===== src/rtl/mem_access_pkg.sv =====
// Shared pipeline definitions: memory-stage state encoding, the decoded control
// bundle layout and small helpers for classifying an accepted instruction.
package mem_access_pkg;

    localparam int unsigned XLEN    = 32;
    localparam int unsigned REG_AW  = 5;
    localparam int unsigned TO_BITS = 8;

    typedef enum logic [0:0] {
        ST_IDLE   = 1'b0,
        ST_ACCESS = 1'b1
    } ma_state_e;

    typedef struct packed {
        logic mem_read;
        logic mem_write;
        logic branch;
        logic reg_write;
    } ctl_t;

    // A branch is never a memory access, whatever its memory bits say.
    function automatic logic is_mem_op(input ctl_t c);
        return (c.mem_read || c.mem_write) && !c.branch;
    endfunction

    function automatic logic is_illegal(input ctl_t c, input logic [1:0] addr_lo);
        return (addr_lo != 2'b00) || (c.mem_read && c.mem_write);
    endfunction

endpackage


===== src/rtl/mem_access.sv =====
// Memory-access pipeline stage: accepts one instruction from execute, performs
// an optional word load/store on the data bus, and emits a registered writeback.
module mem_access
    import mem_access_pkg::*;
#(
    parameter int unsigned TIMEOUT = 16
) (
    input  logic              clk,
    input  logic              rst,
    input  logic              ex_valid,
    output logic              ex_ready,
    input  logic [XLEN-1:0]   pc_n,
    input  logic              zero,
    input  logic [XLEN-1:0]   ALUout,
    input  logic [XLEN-1:0]   regData2,
    input  logic [REG_AW-1:0] r_d,
    input  logic              ctl_mem_read,
    input  logic              ctl_mem_write,
    input  logic              ctl_branch,
    input  logic              ctl_reg_write,
    output logic              dmem_req,
    output logic              dmem_we,
    output logic [XLEN-1:0]   dmem_addr,
    output logic [XLEN-1:0]   dmem_wdata,
    input  logic              dmem_ack,
    input  logic [XLEN-1:0]   dmem_rdata,
    output logic              wb_valid,
    output logic [XLEN-1:0]   wb_data,
    output logic [REG_AW-1:0] wb_rd,
    output logic              wb_reg_write,
    output logic              pc_src,
    output logic [XLEN-1:0]   branch_target,
    output logic              err_align,
    output logic              err_timeout
);

    localparam logic [TO_BITS-1:0] TO_LAST = TO_BITS'(TIMEOUT - 1);

    ma_state_e           state_q, state_d;
    logic [TO_BITS-1:0]  cnt_q, cnt_d;
    logic                dmem_req_q, dmem_req_d;
    logic                dmem_we_q, dmem_we_d;
    logic [XLEN-1:0]     dmem_addr_q, dmem_addr_d;
    logic [XLEN-1:0]     dmem_wdata_q, dmem_wdata_d;
    logic                wb_valid_q, wb_valid_d;
    logic [XLEN-1:0]     wb_data_q, wb_data_d;
    logic [REG_AW-1:0]   wb_rd_q, wb_rd_d;
    logic                wb_reg_write_q, wb_reg_write_d;
    logic                pc_src_q, pc_src_d;
    logic [XLEN-1:0]     branch_target_q, branch_target_d;
    logic                err_align_q, err_align_d;
    logic                err_timeout_q, err_timeout_d;
    logic [REG_AW-1:0]   pend_rd_q, pend_rd_d;
    logic                pend_reg_write_q, pend_reg_write_d;

    ctl_t ctl;
    logic accept;

    assign ex_ready = (state_q == ST_IDLE);
    assign accept   = ex_valid && ex_ready;
    assign ctl      = '{mem_read:  ctl_mem_read,  mem_write: ctl_mem_write,
                        branch:    ctl_branch,    reg_write: ctl_reg_write};

    always_comb begin
        // NOTE: every signal gets a default before the case so no path can infer a latch.
        state_d          = state_q;
        cnt_d            = cnt_q;
        dmem_req_d       = dmem_req_q;
        dmem_we_d        = dmem_we_q;
        dmem_addr_d      = dmem_addr_q;
        dmem_wdata_d     = dmem_wdata_q;
        wb_valid_d       = 1'b0;
        wb_data_d        = wb_data_q;
        wb_rd_d          = wb_rd_q;
        wb_reg_write_d   = wb_reg_write_q;
        pc_src_d         = 1'b0;
        branch_target_d  = branch_target_q;
        err_align_d      = 1'b0;
        err_timeout_d    = err_timeout_q;
        pend_rd_d        = pend_rd_q;
        pend_reg_write_d = pend_reg_write_q;

        unique case (state_q)
            ST_IDLE: begin
                // Inputs are only looked at on the accept edge; dmem_ack here is ignored.
                if (accept) begin
                    branch_target_d = pc_n;
                    pc_src_d        = ctl_branch && zero;
                    if (!is_mem_op(ctl)) begin
                        wb_valid_d     = 1'b1;
                        wb_data_d      = ALUout;
                        wb_rd_d        = r_d;
                        wb_reg_write_d = ctl_reg_write;
                    end else if (is_illegal(ctl, ALUout[1:0])) begin
                        err_align_d    = 1'b1;
                        wb_valid_d     = 1'b1;
                        wb_data_d      = ALUout;
                        wb_rd_d        = r_d;
                        wb_reg_write_d = 1'b0;
                    end else begin
                        state_d          = ST_ACCESS;
                        cnt_d            = '0;
                        dmem_req_d       = 1'b1;
                        dmem_we_d        = ctl_mem_write;
                        dmem_addr_d      = ALUout;
                        dmem_wdata_d     = regData2;
                        pend_rd_d        = r_d;
                        pend_reg_write_d = ctl_reg_write;
                    end
                end
            end

            ST_ACCESS: begin
                cnt_d = cnt_q + 1'b1;
                if (dmem_ack) begin
                    // A store writes back its address and never a register.
                    state_d        = ST_IDLE;
                    dmem_req_d     = 1'b0;
                    dmem_we_d      = 1'b0;
                    wb_valid_d     = 1'b1;
                    wb_rd_d        = pend_rd_q;
                    wb_data_d      = dmem_we_q ? dmem_addr_q : dmem_rdata;
                    wb_reg_write_d = dmem_we_q ? 1'b0 : pend_reg_write_q;
                end else if (cnt_q == TO_LAST) begin
                    state_d        = ST_IDLE;
                    dmem_req_d     = 1'b0;
                    dmem_we_d      = 1'b0;
                    err_timeout_d  = 1'b1;
                    wb_valid_d     = 1'b1;
                    wb_rd_d        = pend_rd_q;
                    wb_data_d      = dmem_addr_q;
                    wb_reg_write_d = 1'b0;
                end
            end

            default: state_d = ST_IDLE;
        endcase
    end

    // NOTE: state flops use non-blocking assignments so every flop samples pre-edge values.
    always_ff @(posedge clk or posedge rst) begin
        if (rst) begin
            state_q          <= ST_IDLE;
            cnt_q            <= '0;
            dmem_req_q       <= 1'b0;
            dmem_we_q        <= 1'b0;
            dmem_addr_q      <= '0;
            dmem_wdata_q     <= '0;
            wb_valid_q       <= 1'b0;
            wb_data_q        <= '0;
            wb_rd_q          <= '0;
            wb_reg_write_q   <= 1'b0;
            pc_src_q         <= 1'b0;
            branch_target_q  <= '0;
            err_align_q      <= 1'b0;
            err_timeout_q    <= 1'b0;
            pend_rd_q        <= '0;
            pend_reg_write_q <= 1'b0;
        end else begin
            state_q          <= state_d;
            cnt_q            <= cnt_d;
            dmem_req_q       <= dmem_req_d;
            dmem_we_q        <= dmem_we_d;
            dmem_addr_q      <= dmem_addr_d;
            dmem_wdata_q     <= dmem_wdata_d;
            wb_valid_q       <= wb_valid_d;
            wb_data_q        <= wb_data_d;
            wb_rd_q          <= wb_rd_d;
            wb_reg_write_q   <= wb_reg_write_d;
            pc_src_q         <= pc_src_d;
            branch_target_q  <= branch_target_d;
            err_align_q      <= err_align_d;
            err_timeout_q    <= err_timeout_d;
            pend_rd_q        <= pend_rd_d;
            pend_reg_write_q <= pend_reg_write_d;
        end
    end

    assign dmem_req      = dmem_req_q;
    assign dmem_we       = dmem_we_q;
    assign dmem_addr     = dmem_addr_q;
    assign dmem_wdata    = dmem_wdata_q;
    assign wb_valid      = wb_valid_q;
    assign wb_data       = wb_data_q;
    assign wb_rd         = wb_rd_q;
    assign wb_reg_write  = wb_reg_write_q;
    assign pc_src        = pc_src_q;
    assign branch_target = branch_target_q;
    assign err_align     = err_align_q;
    assign err_timeout   = err_timeout_q;

endmodule


===== config.mk =====
export PLATFORM = sky130hd
export DESIGN_NAME = mem_access
export DESIGN_NICKNAME = d
export VERILOG_FILES = /design/src/rtl/mem_access_pkg.sv /design/src/rtl/mem_access.sv
export SDC_FILE = /design/constraint.sdc
export NUM_CORES = 1
export LEC_CHECK = 0
export ABC_AREA = 1
export CAP_MARGIN = 25
export CORE_MARGIN = 2
export CORE_UTILIZATION = 44
export DETAILED_ROUTE_END_ITERATION = 10
export PLACE_DENSITY = 0.82
export SYNTH_ARGS = -nofsm -noshare
export SYNTH_HDL_FRONTEND = slang
export SYNTH_SLANG_ARGS = --single-unit
export TNS_END_PERCENT = 5

===== constraint.sdc =====
create_clock -name clk -period 6.3 [get_ports clk]
set_input_delay 1.26 -clock clk [delete_from_list [all_inputs] [get_ports clk]]
set_output_delay 1.26 -clock clk [all_outputs]
set_load 0.02 [all_outputs]

Word level (Yosys, flattened, before mapping)
Index checks and enable logic that the tools add are counted.

storage, ports and cells
  flip-flop bits (word level) = 155
  input port bits = 142
  output and inout bits = 141
  word-level logic and storage cells = 90

operators by class
  $add $sub $neg = 1
  eq/ne operators = 6
  muxes and demuxes = 50
  bitwise gates (word level) = 3
  reduce and logical (&&, ||, !) cells = 14

operators with widths
  cell                                                   count
  two-way mux 32 bit                                     6
  case mux 32 bit (2 select lines)                       1
  two-way mux 1 bit                                      28
  two-way mux 5 bit                                      5
  two-way mux 8 bit                                      3
  case mux 8 bit (2 select lines)                        1
  case mux 1 bit (2 select lines)                        5
  case mux 5 bit (2 select lines)                        1
  AND reduction 3 bit                                    3
  adder 8 x 1 -> 8 bit, second input constant            1
  equality test 8 x 4 -> 1 bit, second input constant    1
  AND reduction 4 bit                                    2
  inequality test 3 x 2 -> 1 bit, second input constant  2
  logical AND 1 bit                                      4
  inequality test 2 x 1 -> 1 bit, second input constant  2
  inverter 1 bit                                         3
  logical OR 1 bit                                       2
  inequality test 2 bit, second input constant           1
  AND reduction 2 bit                                    1
  nonzero test 2 bit                                     1
  zero test 1 bit                                        1

Depth between registers and ports, before layout
Gate-level depths: netlist of run 1.

  word-level depth = 6
  mapped depth = 10
  gate-level depth less buffers = 8

Worst setup path after synthesis of run 1
OpenSTA, ideal clock, no wires.

  path kind = input to register
  start point = in ALUout[1]
  end point = reg wb_data_q[10] (netlist: wb_data[10])
  setup time = 0.118 ns
  data arrival time = 2.107 ns
  required time = 6.182 ns
  setup slack = 4.075 ns
  stages on the path = 10
  buffers on the path = 2
  path through = nor2_1 nand2_1 inv_1 nand2_1 nand2_1 nand2_1 buf_2 buf_4 nand3_1 nand2_1

on the way
  longest elaborated chain between the ends = 4

ends and longest elaborated chain
  item                                      RTL line              source
  from (decl)                               mem_access.sv:14      input logic [XLEN-1:0] ALUout,
  nonzero test 2 bit                        mem_access_pkg.sv:27  return (addr_lo != 2'b00) || (c.mem_read && c.mem_write);
  logical OR 1 bit                          mem_access_pkg.sv:27
  inequality test 3 x 2 -> 1 bit (no line)  n/a
  AND reduction 3 bit (no line)             n/a
  to (signal assigned)                      mem_access.sv:167     wb_data_q <= wb_data_d;
  to (decl)                                 mem_access.sv:46      logic [XLEN-1:0] wb_data_q, wb_data_d;

No other way between the ends.
A chain may end at the register's enable or synchronous reset.

Final worst setup path of run 1
  start point = in ex_valid
  end point = reg pend_rd_q[4]

on the way
  longest elaborated chain between the ends = 2

ends and longest elaborated chain
  item                           RTL line           source
  from (decl)                    mem_access.sv:10   input logic ex_valid,
  logical AND 1 bit              mem_access.sv:60   assign accept = ex_valid && ex_ready;
  AND reduction 4 bit (no line)  n/a
  to (signal assigned)           mem_access.sv:174  pend_rd_q <= pend_rd_d;
  to (decl)                      mem_access.sv:53   logic [REG_AW-1:0] pend_rd_q, pend_rd_d;

No other way between the ends.

==> flow_results.org, run 1 <==
** Finish
- Post-route cell area :: roughly 11000 sq um
- Compared with the post-synthesis result, the final layout area differs by 49.59%.
- In the final design database the tool counted between 1000 and 1500 nets.
- 0 antenna diodes ended up in the layout.
- Final standard cell utilization of the core :: 0.6708
- Fill cells in the final layout number ~1300.
- In the final layout, the share of cells above drive strength 1 is 0.04502.

** Synth
- Dominant register cell in the synthesized netlist :: dfrtp_1
- Syn Area/Cell :: approximately 8 sq um
- Fraction of the yosys area taken by sequential cells :: 0.5465
- For this run, asynchronously set or reset flops after synthesis account for 1.000.
- Most frequently used cell type in the post-synthesis netlist :: nand2_1
- Number of distinct standard cells referenced by the synthesized netlist :: 27
- Ranked by total cell area, the synthesized netlist is headed by dfrtp_1 55%, nand2_1 21%, nand3_1 8.2%.
- Cell type with the highest aggregate area in the netlist :: dfrtp_1
- After technology mapping, the gate count stands at approximately 890.
- FF+latch count, synth :: between 150 and 200
- Top cell type's share of synthesized area :: 0.5465
- YS warnings :: 0
- Post-synthesis net count :: 1028
- Top post-synthesis cells by count :: 402 x nand2_1, 155 x dfrtp_1, 116 x nand3_1
- After synthesis the cells add up to between 7000 and 8000 sq um.
- Number of enable flip-flop cells after synthesis :: 0

** Timing
- Least setup slack across all paths after layout :: between 2 and 3 ns
- Of the available clock period, the critical path in the final layout requires 0.5693.
- The number of hold violations in the final report is 0.
- Headroom to the max-slew limit came out at 0.4995.
- The total count of max-transition violations in the final report is 0.
- Setup repair after global routing left no endpoint under its margin.
- Summed negative setup slack over all endpoints :: 0 ns
- Setup violations remaining at the end of the flow were counted as 0.
- Post-layout minimum cycle time :: roughly 3.6 ns
- For the pin with the worst max-slew slack, the measured transition is around 0.75 ns.
- Between clock sinks in the finished design, the worst skew comes to 0.005792 ns.
- Maximum achievable frequency :: about 280 MHz

** Power and ir drop
- Switching power :: between 1 and 1.5 mW
- Max rail drop VDD :: around 0.20 mV
- Total Power Consumption :: about 3.4 mW
- Cell Int Power :: 2.329 mW
- Flop pwr share :: 0.383
- Share of power burned in combinational logic :: 0.311
- Leakage component of the power :: 5.125 nW
- Pwr per Cell Area :: between 300 and 400 nW/um^2
- Portion of total power attributed to the clock network :: 0.306
- Of the total power, the share spent switching nets is 0.3236.

** Detailed routing
- After detailed routing, the average wire length per cell comes to approximately 16 microns.
- Detailed-route wire length :: 22280 microns
- The first detailed-routing pass ran for 5 iterations.
- The routed layout has slightly below 7000 vias.
- After detailed routing, the number of remaining DRC violations is 0.
- In this run, the number of DRC markers left after iteration 0 of detailed routing was between 400 and 500.
- Via count normalized by instance count :: roughly 5
- Antenna Violating Nets Remaining :: 0

** Global route
- Grt met3 use :: 0.09039
- For this run the aggregate overflow at the end of global routing stands at 0.
- Entering global routing, the biggest net connects 57 pins.
- M1 GR Usage :: 0.3245
- The first global-routing pass estimated ~34000 microns of wire.
- After global routing, the most crowded layer is met2.
- GRT met2 Usage :: 0.4154
- Via count of the first global-routing pass :: ~6600
- The number of antenna violations at the first check in global routing came to 0.
- Across every metal layer, demand over resource in global routing totals 0.2576.

** Worst hold path
- The tightest min-delay check is of the flip-flop to flip-flop type.

** Die
- In this run the horizontal extent of the chip is roughly 130 microns.
- The initialized floorplan defines 46 standard-cell rows.
- Core area :: between 15000 and 20000 sq um
- Height of the die :: 131 microns
- Starting Density :: 0.4484
- The die covers between 15000 and 20000 sq um.
- For this design the top-level I/O count stands at 283.

** Clocking
- Reg clk slew, reported paths :: approximately 0.060 ns
- CTS saw roughly 160 sinks.
- TritonCTS built the clock tree.
- The clock reaches the later pin of the worst-skew pair after roughly 0.42 ns.
- Post-cts resize count :: 0
- Number of buffers inserted during clock tree synthesis :: 17
- Hold Buf Count CTS :: 0
- Number of levels in the clock H-tree :: 4
- Largest buffer count on any clock path :: 2
- CTS root buf :: clkbuf_16
- After clock tree synthesis, the setup repair step added 0 buffers.

** Placement
- Once placement finished, the instance area stood at 9992 sq um.
- Summed over all nets, the half-perimeter wirelength after detailed placement is about 15000 microns.
- Routability-driven placement finished with a final weighted congestion of between 0.8 and 0.9.
- Prior to clock tree synthesis, the placed netlist has a worst setup slack of between 2 and 2.5 ns.
- During placement, the flow inserted port buffers numbering 282.

** Critical path
- Crit start category :: input port
- The slowest stage of the critical path belongs to the cell clkdlybuf4s50_1.
- Worst endpoint required time :: about 6.6 ns
- At the worst endpoint, the arrival time is between 3 and 4 ns.
- The critical path is of the input port to flip-flop type.
- Worst Path Max Fanout :: 56
- Worst path cell trace :: clkdlybuf4s50_1, nand2_4, inv_4, nand2_2, nor2_4, buf_4, inv_2, nand2_1, o21ai_1
- The worst setup path is captured at a flip-flop.
- Crit-path max cell delay :: 0.55 ns

** Status
- The flow ran to the end, and the final reports show no timing, DRC or antenna violations.

** Run
- Number of max-cap violations :: 0
-- cells in the final DEF (no fill, tap or decap), types with 11 or more instances in the layout --
cell type / n
nand2_1: 402
clkdlybuf4s50_1: 282
dfrtp_1: 154
nand3_1: 116
inv_1: 46
o21ai_0: 34
nand3b_1: 32
clkbuf_16: 17
nor2_1: 14
buf_4: 11
-- power groups by stage --
stage	registers [mW]	logic, mW	clock network, mW
2_1_floorplan	1.52	0.332	0
3_3_place_gp	1.33	1.05	0
3_5_place_dp	1.33	1.07	0
4_1_cts	1.32	1.08	1.07
5_1_grt	1.34	1.17	1.11
6_report	1.32	1.07	1.05
-- kinds of logic after synthesis --
group	after synthesis	synth area share
DFF	155	0.5465
xor gates and xnor gates	2	0.002469
and+or+nand+nor	570	0.3429
AOI/OAI and AO/OA	51	0.03720
buffers and inverters	106	0.06911
adders and majority gates	1	0.001763
-- critical path: cells and delay by family --
kind / cells / cell delay (ns)
buf+inv: 4 / 1.84
compound gates: 1 / 0.07
simple gates: 4 / 0.65
-- through the flow --
stage / hold WS, ns / cells
2_1_floorplan: 0.4422 / 885
3_3_place_gp: 0.4530 / 1338
3_5_place_dp: 0.4585 / 1338
4_1_cts: 0.4775 / 1370
5_1_grt: 0.4996 / 1371
6_report: 0.4747 / 1371
-- path summary, 6_finish.rpt --
| path | end | from | depth (start not counted) | slack, ns |
|---|---|---|---|---|
| worst min-delay path | dmem_wdata[24] | dmem_wdata[24] | 2 | 0.47 |
| worst max register to register | pend_rd_q[4] | state_q | 10 | 2.84 |
| worst min register to register | dmem_wdata[24] | dmem_wdata[24] | 2 | 0.47 |
| max in group asynchronous | branch_target[30] | rst | 3 | 3.93 |
| min in group asynchronous | dmem_wdata[23] | rst | 2 | 1.27 |
| worst max-delay path | pend_rd_q[4] | ex_valid | 9 | 2.71 |
-- final cells by class --
cell class | instances | area, sq um | share of cell area
Tap cell | 216 | 270.3 | 0.02546
Sequential cell | 155 | 3880 | 0.3655
Inverter | 50 | 197.7 | 0.01862
Clock inverter | 10 | 140.1 | 0.01320
Multi-Input combinational cell | 624 | 2739 | 0.2580
Clock buffer | 22 | 464.2 | 0.04372
Timing Repair Buffer | 294 | 2925 | 0.2755
-- per-layer routing --
layer	vias to the layer above	routed length (microns)
met5	-	0
met4	0	415
met3	31	2419
met2	302	10580
met1	3206	8856
li1	3310	-
-- sequential cells by signal (all words and copies together) (netlist names) --
signal            count
cnt_q                 8
pend_reg_write_q      1
wb_rd                 5
dmem_wdata           32
pend_rd_q             5
dmem_we               1
dmem_addr            32
branch_target        32
err_timeout           1
pc_src                1
wb_valid              1
wb_data              32
state_q               1
dmem_req              1
err_align             1
wb_reg_write          1
(Power assumes the default switching activity.)
==> inputs of run 2 (changes only) <==
clock period = 3.6 ns   (was 6.3 ns; I/O delays follow)
==> flow_results.org, run 2 (synthesis results as in run 1) <==
** Status
- Run status :: completed (unchanged)

** Critical path
- The startpoint type of the worst setup path is a flip-flop (was input port).
- The setup slack of the worst register-to-register path came to 1.17 ns (was 2.84 ns).
- The worst-path cell with the longest stage delay is clkdlybuf4s50_1 (unchanged).
- CP startpoint :: state_q (was ex_valid)
- Arrival time of the worst setup path :: 1.92 ns (was 3.86 ns)
- Dominant delay contributor by cell family on the critical path :: buffers and inverters (unchanged)
- The startpoint of the lowest-slack register-to-register path is state_q (unchanged).
- Critical path class :: flip-flop to output port (was input port to flip-flop)
- Nature of the critical path endpoint :: output port (was flip-flop)
- The data required time at the worst endpoint was 2.88 ns (was 6.57 ns).
- Crit path buffers/inverters :: 2 (was 4)
- The maximum single-stage delay on the critical path is 0.70 ns (was 0.55 ns).
- Worst Path Max Fanout :: 41 (was 56)
- Worst path cell trace: inv_4, clkdlybuf4s50_1 (was clkdlybuf4s50_1, nand2_4, inv_4, nand2_2, nor2_4, buf_4, inv_2, nand2_1, o21ai_1).

** Power and ir drop
- Share of power burned in combinational logic :: 0.313 (was 0.311)
- The worst IR drop on VDD is 0.3098 mV (was 0.2005 mV).
- Cell Int Power :: 4.032 mW (was 2.329 mW)
- Switching power :: 1.986 mW (was 1.114 mW)
- Pwr per Cell Area :: 565.6 nW/um^2 (was 324.3 nW/um^2)
- Leakage component of the power :: 5.137 nW (was 5.125 nW)
- The clock network fraction of design power was 0.303 (was 0.306).
- Flop pwr share :: 0.384 (was 0.383)
- Net switching share of the total power :: 0.3300 (was 0.3236)

** Clocking
- The number of buffers inserted by post-CTS setup repair is 0 (unchanged).
- Hold Buf Count CTS :: 0 (unchanged)
- The number of buffers created by CTS is 17 (unchanged).
- The number of clock sinks is 155 (unchanged).
- Reg clk slew, reported paths :: 0.06 ns (about the same)
- The maximum count of clock buffers along a single path is 2 (unchanged).
- Post-cts resize count :: 0 (unchanged)
- The worst-skew pair later-pin latency came to 0.42 ns (about the same).
- Clock tree from TritonCTS :: built (unchanged)
- CTS root buf :: clkbuf_16 (unchanged)
- The H-tree depth reported by CTS was 4 (unchanged).

** Detailed routing
- Length of the first detailed-routing pass in iterations :: 5 (unchanged)
- The per-cell via count in the routed design was 5.124 (was 4.996).
- Detailed-route wire length :: 22330 microns (was 22280 microns)
- Routed wirelength normalized by instance count :: 16.26 microns (was 16.25 microns)
- The number of nets with antenna violations after routing is 0 (unchanged).
- Routed vias :: 7035 (was 6849)
- DRC :: 0 (unchanged)
- The initial detailed-routing violation count was 451 (was 462).

** Die
- The initial cell density of the core was 0.4484 (unchanged).
- The total die area was 17160 sq um (unchanged).
- The area of the core region is 15830 sq um (unchanged).
- The number of ports placed on the die boundary is 283 (unchanged).
- The height of the die is 131 microns (unchanged).
- Standard-cell row count :: 46 (unchanged)
- Die Width :: 131 microns (unchanged)

** Global route
- The first-pass GRT wire length came to 33780 microns (was 33930 microns).
- Total track usage :: 0.2553 (was 0.2576)
- Pin count of the biggest net entering global routing :: 156 (was 57)
- The remaining global-route overflow came to 0 (unchanged).
- The number of antenna violations at the first check in global routing is 0 (unchanged).
- Via count of the first global-routing pass :: 6671 (was 6554)

** Placement
- Final HPWL from detailed placement :: 15310 microns (was 15200 microns)
- The final estimated routing congestion in global placement is 0.8194 (was 0.8374).
- The number of buffers inserted by port buffering is 282 (unchanged).
- Post-placement cell count :: 1341 (was 1338)

** Timing
- Summed negative setup slack over all endpoints :: 0 ns (unchanged)
- The final count of negative-setup-slack endpoints is 0 (unchanged).
- The worst-case hold slack was 0.4727 ns (was 0.4747 ns).
- Slew of the pin with the lowest slew margin :: 0.8602 ns (was 0.7497 ns)
- Number of pins with negative max-slew slack in the final report :: 0 (unchanged)
- Max transition margin :: 0.4265 (was 0.4995)
- The worst path in the final design needs a cycle of between 2 and 3 ns, including I/O delays and setup.
- Maximum achievable frequency :: approximately 380 MHz
- The maximum clock skew at final layout is 0.008379 ns (was 0.005792 ns).
- Setup repair after global routing missed its margin :: no (unchanged)
- In the finished design, the share of the clock period the worst path needs comes to 0.7331.
- Hold Vio Cnt, Final :: 0 (unchanged)

** Finish
- Net count, final :: 1287 (was 1285)
- The most frequent standard cell in the layout excluding fill and tap cells was nand2_1 (unchanged).
- The share of post-route cells with drive strength above 1 is 0.04927 (was 0.04502).
- Area growth from synthesis to layout :: 49.93% (was 49.59%)
- The count of antenna diodes in the layout was 0 (unchanged).
- Number of cells in the finished layout apart from fillers :: 1373 (was 1371)
- Leading cell types in the layout, fill and taps excluded: 402 x nand2_1, 282 x clkdlybuf4s50_1, 154 x dfrtp_1 (unchanged).

** Run
- The count of maximum capacitance violations was 0 (unchanged).

** Worst hold path
- Hold path startpoint :: dmem_wdata[8] (was dmem_wdata[24])
- Hold/Removal Path Class :: flip-flop to flip-flop (unchanged)
==> run 2: cell types whose count changed in the layout (fill, tap and decap cells not counted), sizes merged <==
cell      delta
buf          +2
clkbuf       -2
clkinvlp     +2
inv          +2
bufinv       -1
clkinv       -1
==> run 2: cell type report <==
class	instances	area (sq um)
timing repair buffer	296	2953
inverter	50	196.4
tap	216	270.3
fill	1293	5187
clock inverter	12	135.1
clock buffer	20	466.7
multi-input combinational	624	2739
sequential	155	3880
==> run 2: per-stage QoR <==
| stage | area, sq um | total power, mW | worst slack, ns | util |
|---|---|---|---|---|
| floorplan | 7101 | 3.243 | 0.9211 | - |
| global placement | 10020 | 4.175 | 0.7964 | 0.6330 |
| detailed placement | 10040 | 4.217 | 0.6949 | 0.6342 |
| CTS | 10640 | 6.061 | 0.9476 | 0.6723 |
| global route | 10640 | 6.315 | 0.8893 | 0.6723 |
| finish | 10640 | 6.018 | 0.9609 | 0.6723 |
==> run 2: power by group through the flow <==
stage	Clock, mW	Sequential (mW)	Combinational, mW
6_report	1.82	2.31	1.89
5_1_grt	1.92	2.35	2.05
4_1_cts	1.85	2.31	1.90
3_5_place_dp	0	2.33	1.89
3_3_place_gp	0	2.32	1.86
2_1_floorplan	0	2.66	0.581
==> run 2: worst register-to-register path: stages, from the launching register on <==
cell	delay [ns]
dfrtp_2	0.42
inv_4	0.35
nand2_4	0.11
inv_4	0.28
nand2_2	0.13
nor2_4	0.12
buf_4	0.58
o21ai_0	0.28
==> run 2: per-layer routing <==
| metal | GRT usage | vias up | part of all wire |
|---|---|---|---|
| met1 | 0.3023 | 3336 | 0.39 |
| met3 | 0.09039 | 46 | 0.11 |
| li1 | - | 3305 | - |
| met5 | 0 | - | 0 |
| met2 | 0.4273 | 348 | 0.48 |
| met4 | 0.09825 | 0 | 0.025 |
==> run 2: worst paths after layout <==
kind                       cells past startpoint             end
max                                            2        ex_ready
max in group asynchronous                      3  dmem_wdata[15]
min reg2reg                                    2   dmem_wdata[8]
max reg2reg                                    7    dmem_addr[8]
min in group asynchronous                      3        cnt_q[0]
min                                            2   dmem_wdata[8]
==> inputs of run 3 (changes only) <==
clock period = 2.6 ns   (was 3.6 ns; I/O delays follow)
==> flow_results.org, run 3 (synthesis results as in run 1) <==
** Detailed routing
- The average wire length per cell after detail routing was 16.12 microns (was 16.26 microns).
- The wire length after detailed routing is 22170 microns (was 22330 microns).
- Iter 0 DRT Violations :: 574 (was 451)
- The total number of vias came to 6907 (was 7035).
- Antenna Violating Nets Remaining :: 0 (unchanged)
- Via count normalized by instance count :: 5.023 (was 5.124)
- DRC :: 0 (unchanged)
- The first-pass detailed-route iteration total was 5 (unchanged).

** Global route
- GRT Residual Overflow :: 0 (unchanged)
- Pin count of the biggest net entering global routing :: 107 (was 156)
- The total routing usage reported by global routing is 0.2573 (was 0.2553).
- The number of antenna violations at the first check in global routing is 0 (unchanged).
- Via count of the first global-routing pass :: 6617 (was 6671)
- The first-pass GRT wire length is 33920 microns (was 33780 microns).

** Critical path
- The arrival time at the worst endpoint is 1.65 ns (was 1.92 ns).
- Critical path class :: flip-flop to output port (unchanged)
- The data required time at the worst endpoint came to 2.08 ns (was 2.88 ns).
- Crit start category :: flip-flop (unchanged)
- Slowest stage cell, crit path :: clkdlybuf4s50_1 (unchanged)
- Worst path cell trace: inv_4, clkdlybuf4s50_1 (unchanged).
- The maximum single-stage delay on the critical path is 0.65 ns (was 0.70 ns).
- The largest fanout on the critical path came to 15 (was 41).
- The element type at the critical path end is an output port (unchanged).

** Placement
- The detailed placer's ending HPWL is 15290 microns (was 15310 microns).
- The number of buffers inserted by port buffering was 282 (unchanged).
- Routability congestion estimate :: 0.8353 (was 0.8194)
- Post-placement cell count :: 1343 (was 1341)
- The minimum setup slack after placement is 0.2715 ns (was 0.6949 ns).

** Timing
- The post-route worst setup slack is 0.4323 ns (was 0.9609 ns).
- Dividing the final minimum period by the clock period gives 0.8337.
- Slew of the pin with the lowest slew margin :: 0.7587 ns (was 0.8602 ns)
- Setup repair after global routing missed its margin: no (unchanged).
- Maximum achievable frequency :: between 400 and 500 MHz
- The worst slew margin relative to its limit came to 0.4935 (was 0.4265).
- Post-layout minimum cycle time :: about 2.2 ns
- Count of endpoints failing setup in the final report :: 0 (unchanged)
- The number of hold violations in the final report came to 0 (unchanged).
- The maximum clock skew at final layout is 0.007663 ns (was 0.008379 ns).
- The post-route setup TNS is 0 ns (unchanged).
- Number of pins with negative max-slew slack in the final report :: 0 (unchanged)

** Finish
- Number of cells in the finished layout apart from fillers :: 1375 (was 1373)
- Most frequent standard cell in the layout excluding fill and tap cells :: nand2_1 (unchanged)
- The share of post-route cells with drive strength above 1 came to 0.04832 (was 0.04927).
- The count of antenna diodes in the layout came to 0 (unchanged).
- Leading cell types in the layout, fill and taps excluded :: 402 x nand2_1, 282 x clkdlybuf4s50_1, 154 x dfrtp_1 (unchanged)
- The area added between synthesis and finish came to 51.29% (was 49.93%).
- The net total in the final layout is 1290 (was 1287).

** Die
- The total die area is 17160 sq um (unchanged).
- The height of the die is 131 microns (unchanged).
- Core area :: 15830 sq um (unchanged)
- The width of the die is 131 microns (unchanged).
- Starting Density :: 0.4484 (unchanged)
- The number of ports placed on the die boundary came to 283 (unchanged).
- Standard-cell row count :: 46 (unchanged)

** Power and ir drop
- Pwr per Cell Area :: 790.5 nW/um^2 (was 565.6 nW/um^2)
- Net switching share of the total power :: 0.3213 (was 0.3300)
- Cell Int Power :: 5.760 mW (was 4.032 mW)
- Portion of total power attributed to the clock network :: 0.313 (was 0.303)
- The worst IR drop on VDD is 0.4429 mV (was 0.3098 mV).
- The portion of total power attributed to combinational logic was 0.311 (was 0.313).
- Switching power :: 2.727 mW (was 1.986 mW)
- The relative contribution of sequential cells to total power is 0.377 (was 0.384).
- Leakage component of the power :: 5.179 nW (was 5.137 nW)

** Clocking
- Largest buffer count on any clock path :: 2 (unchanged)
- Number of buffers inserted during clock tree synthesis :: 17 (unchanged)
- Hold Buf Count CTS :: 0 (unchanged)
- Post-cts resize count :: 0 (unchanged)
- The CTS tree is built (unchanged).
- The H-tree depth reported by CTS was 4 (unchanged).
- CTS sink count :: 155 (unchanged)
- The worst-skew pair later-pin latency came to 0.42 ns (about the same).
- The clock tree root driver cell was clkbuf_16 (unchanged).
- Reg clk slew, reported paths :: 0.06 ns (about the same)
- The number of buffers inserted by post-CTS setup repair was 0 (unchanged).

** Run
- The count of maximum capacitance violations came to 0 (unchanged).

** Worst hold path
- Hold/Removal Path Class :: flip-flop to flip-flop (unchanged)

** Status
- Run status: completed (unchanged).
-- run 3: area by class of cell --
type | count | area [sq um]
timing repair buffer | 299 | 3025
clock buffer | 22 | 464.2
multi-input combinational | 624 | 2739
sequential | 155 | 3880
inverter | 50 | 196.4
tap | 216 | 270.3
clock inverter | 9 | 161.4
fill | 1289 | 5091
-- run 3: worst paths after layout --
check / start / end / slack (ns) / cells after the start
setup / recovery: state_q / ex_ready / 0.43 / 2
hold / removal: dmem_wdata[15] / dmem_wdata[15] / 0.47 / 2
setup reg to reg: state_q / wb_data[6] / 0.92 / 8
hold reg to reg: dmem_wdata[15] / dmem_wdata[15] / 0.47 / 2
max in group asynchronous: rst / dmem_addr[9] / 1.47 / 3
min in group asynchronous: rst / pend_reg_write_q / 0.59 / 3
-- run 3: power groups by stage --
stage	Clock, mW	Combinational [mW]	Sequential (mW)
2_1_floorplan	0	0.804	3.69
3_3_place_gp	0	2.59	3.22
3_5_place_dp	0	2.64	3.22
4_1_cts	2.68	2.65	3.20
5_1_grt	2.80	2.87	3.25
6_report	2.66	2.64	3.20
-- run 3: layer usage --
layer  track usage  part of all wire  vias up
met5             0                 0        -
met4       0.08824             0.019        0
met3       0.09406             0.099       33
met2        0.4197              0.47      307
met1        0.3170              0.41     3254
li1              -                 -     3313
-- run 3: critical path: cells and delay by family (launching register included) --
kind                   cells  cell delay [ns]
buffers and inverters      2             0.82
flip-flops                 1             0.42
-- run 3: stage by stage --
stage,total power [mW],utilization,area (sq um),hold WS [ns]
2_1_floorplan,4.491,-,7101,0.4422
3_3_place_gp,5.804,0.6375,10090,0.4501
3_5_place_dp,5.859,0.6375,10090,0.4574
4_1_cts,8.531,0.6771,10720,0.4731
5_1_grt,8.917,0.6783,10740,0.4988
6_report,8.487,0.6783,10740,0.4705
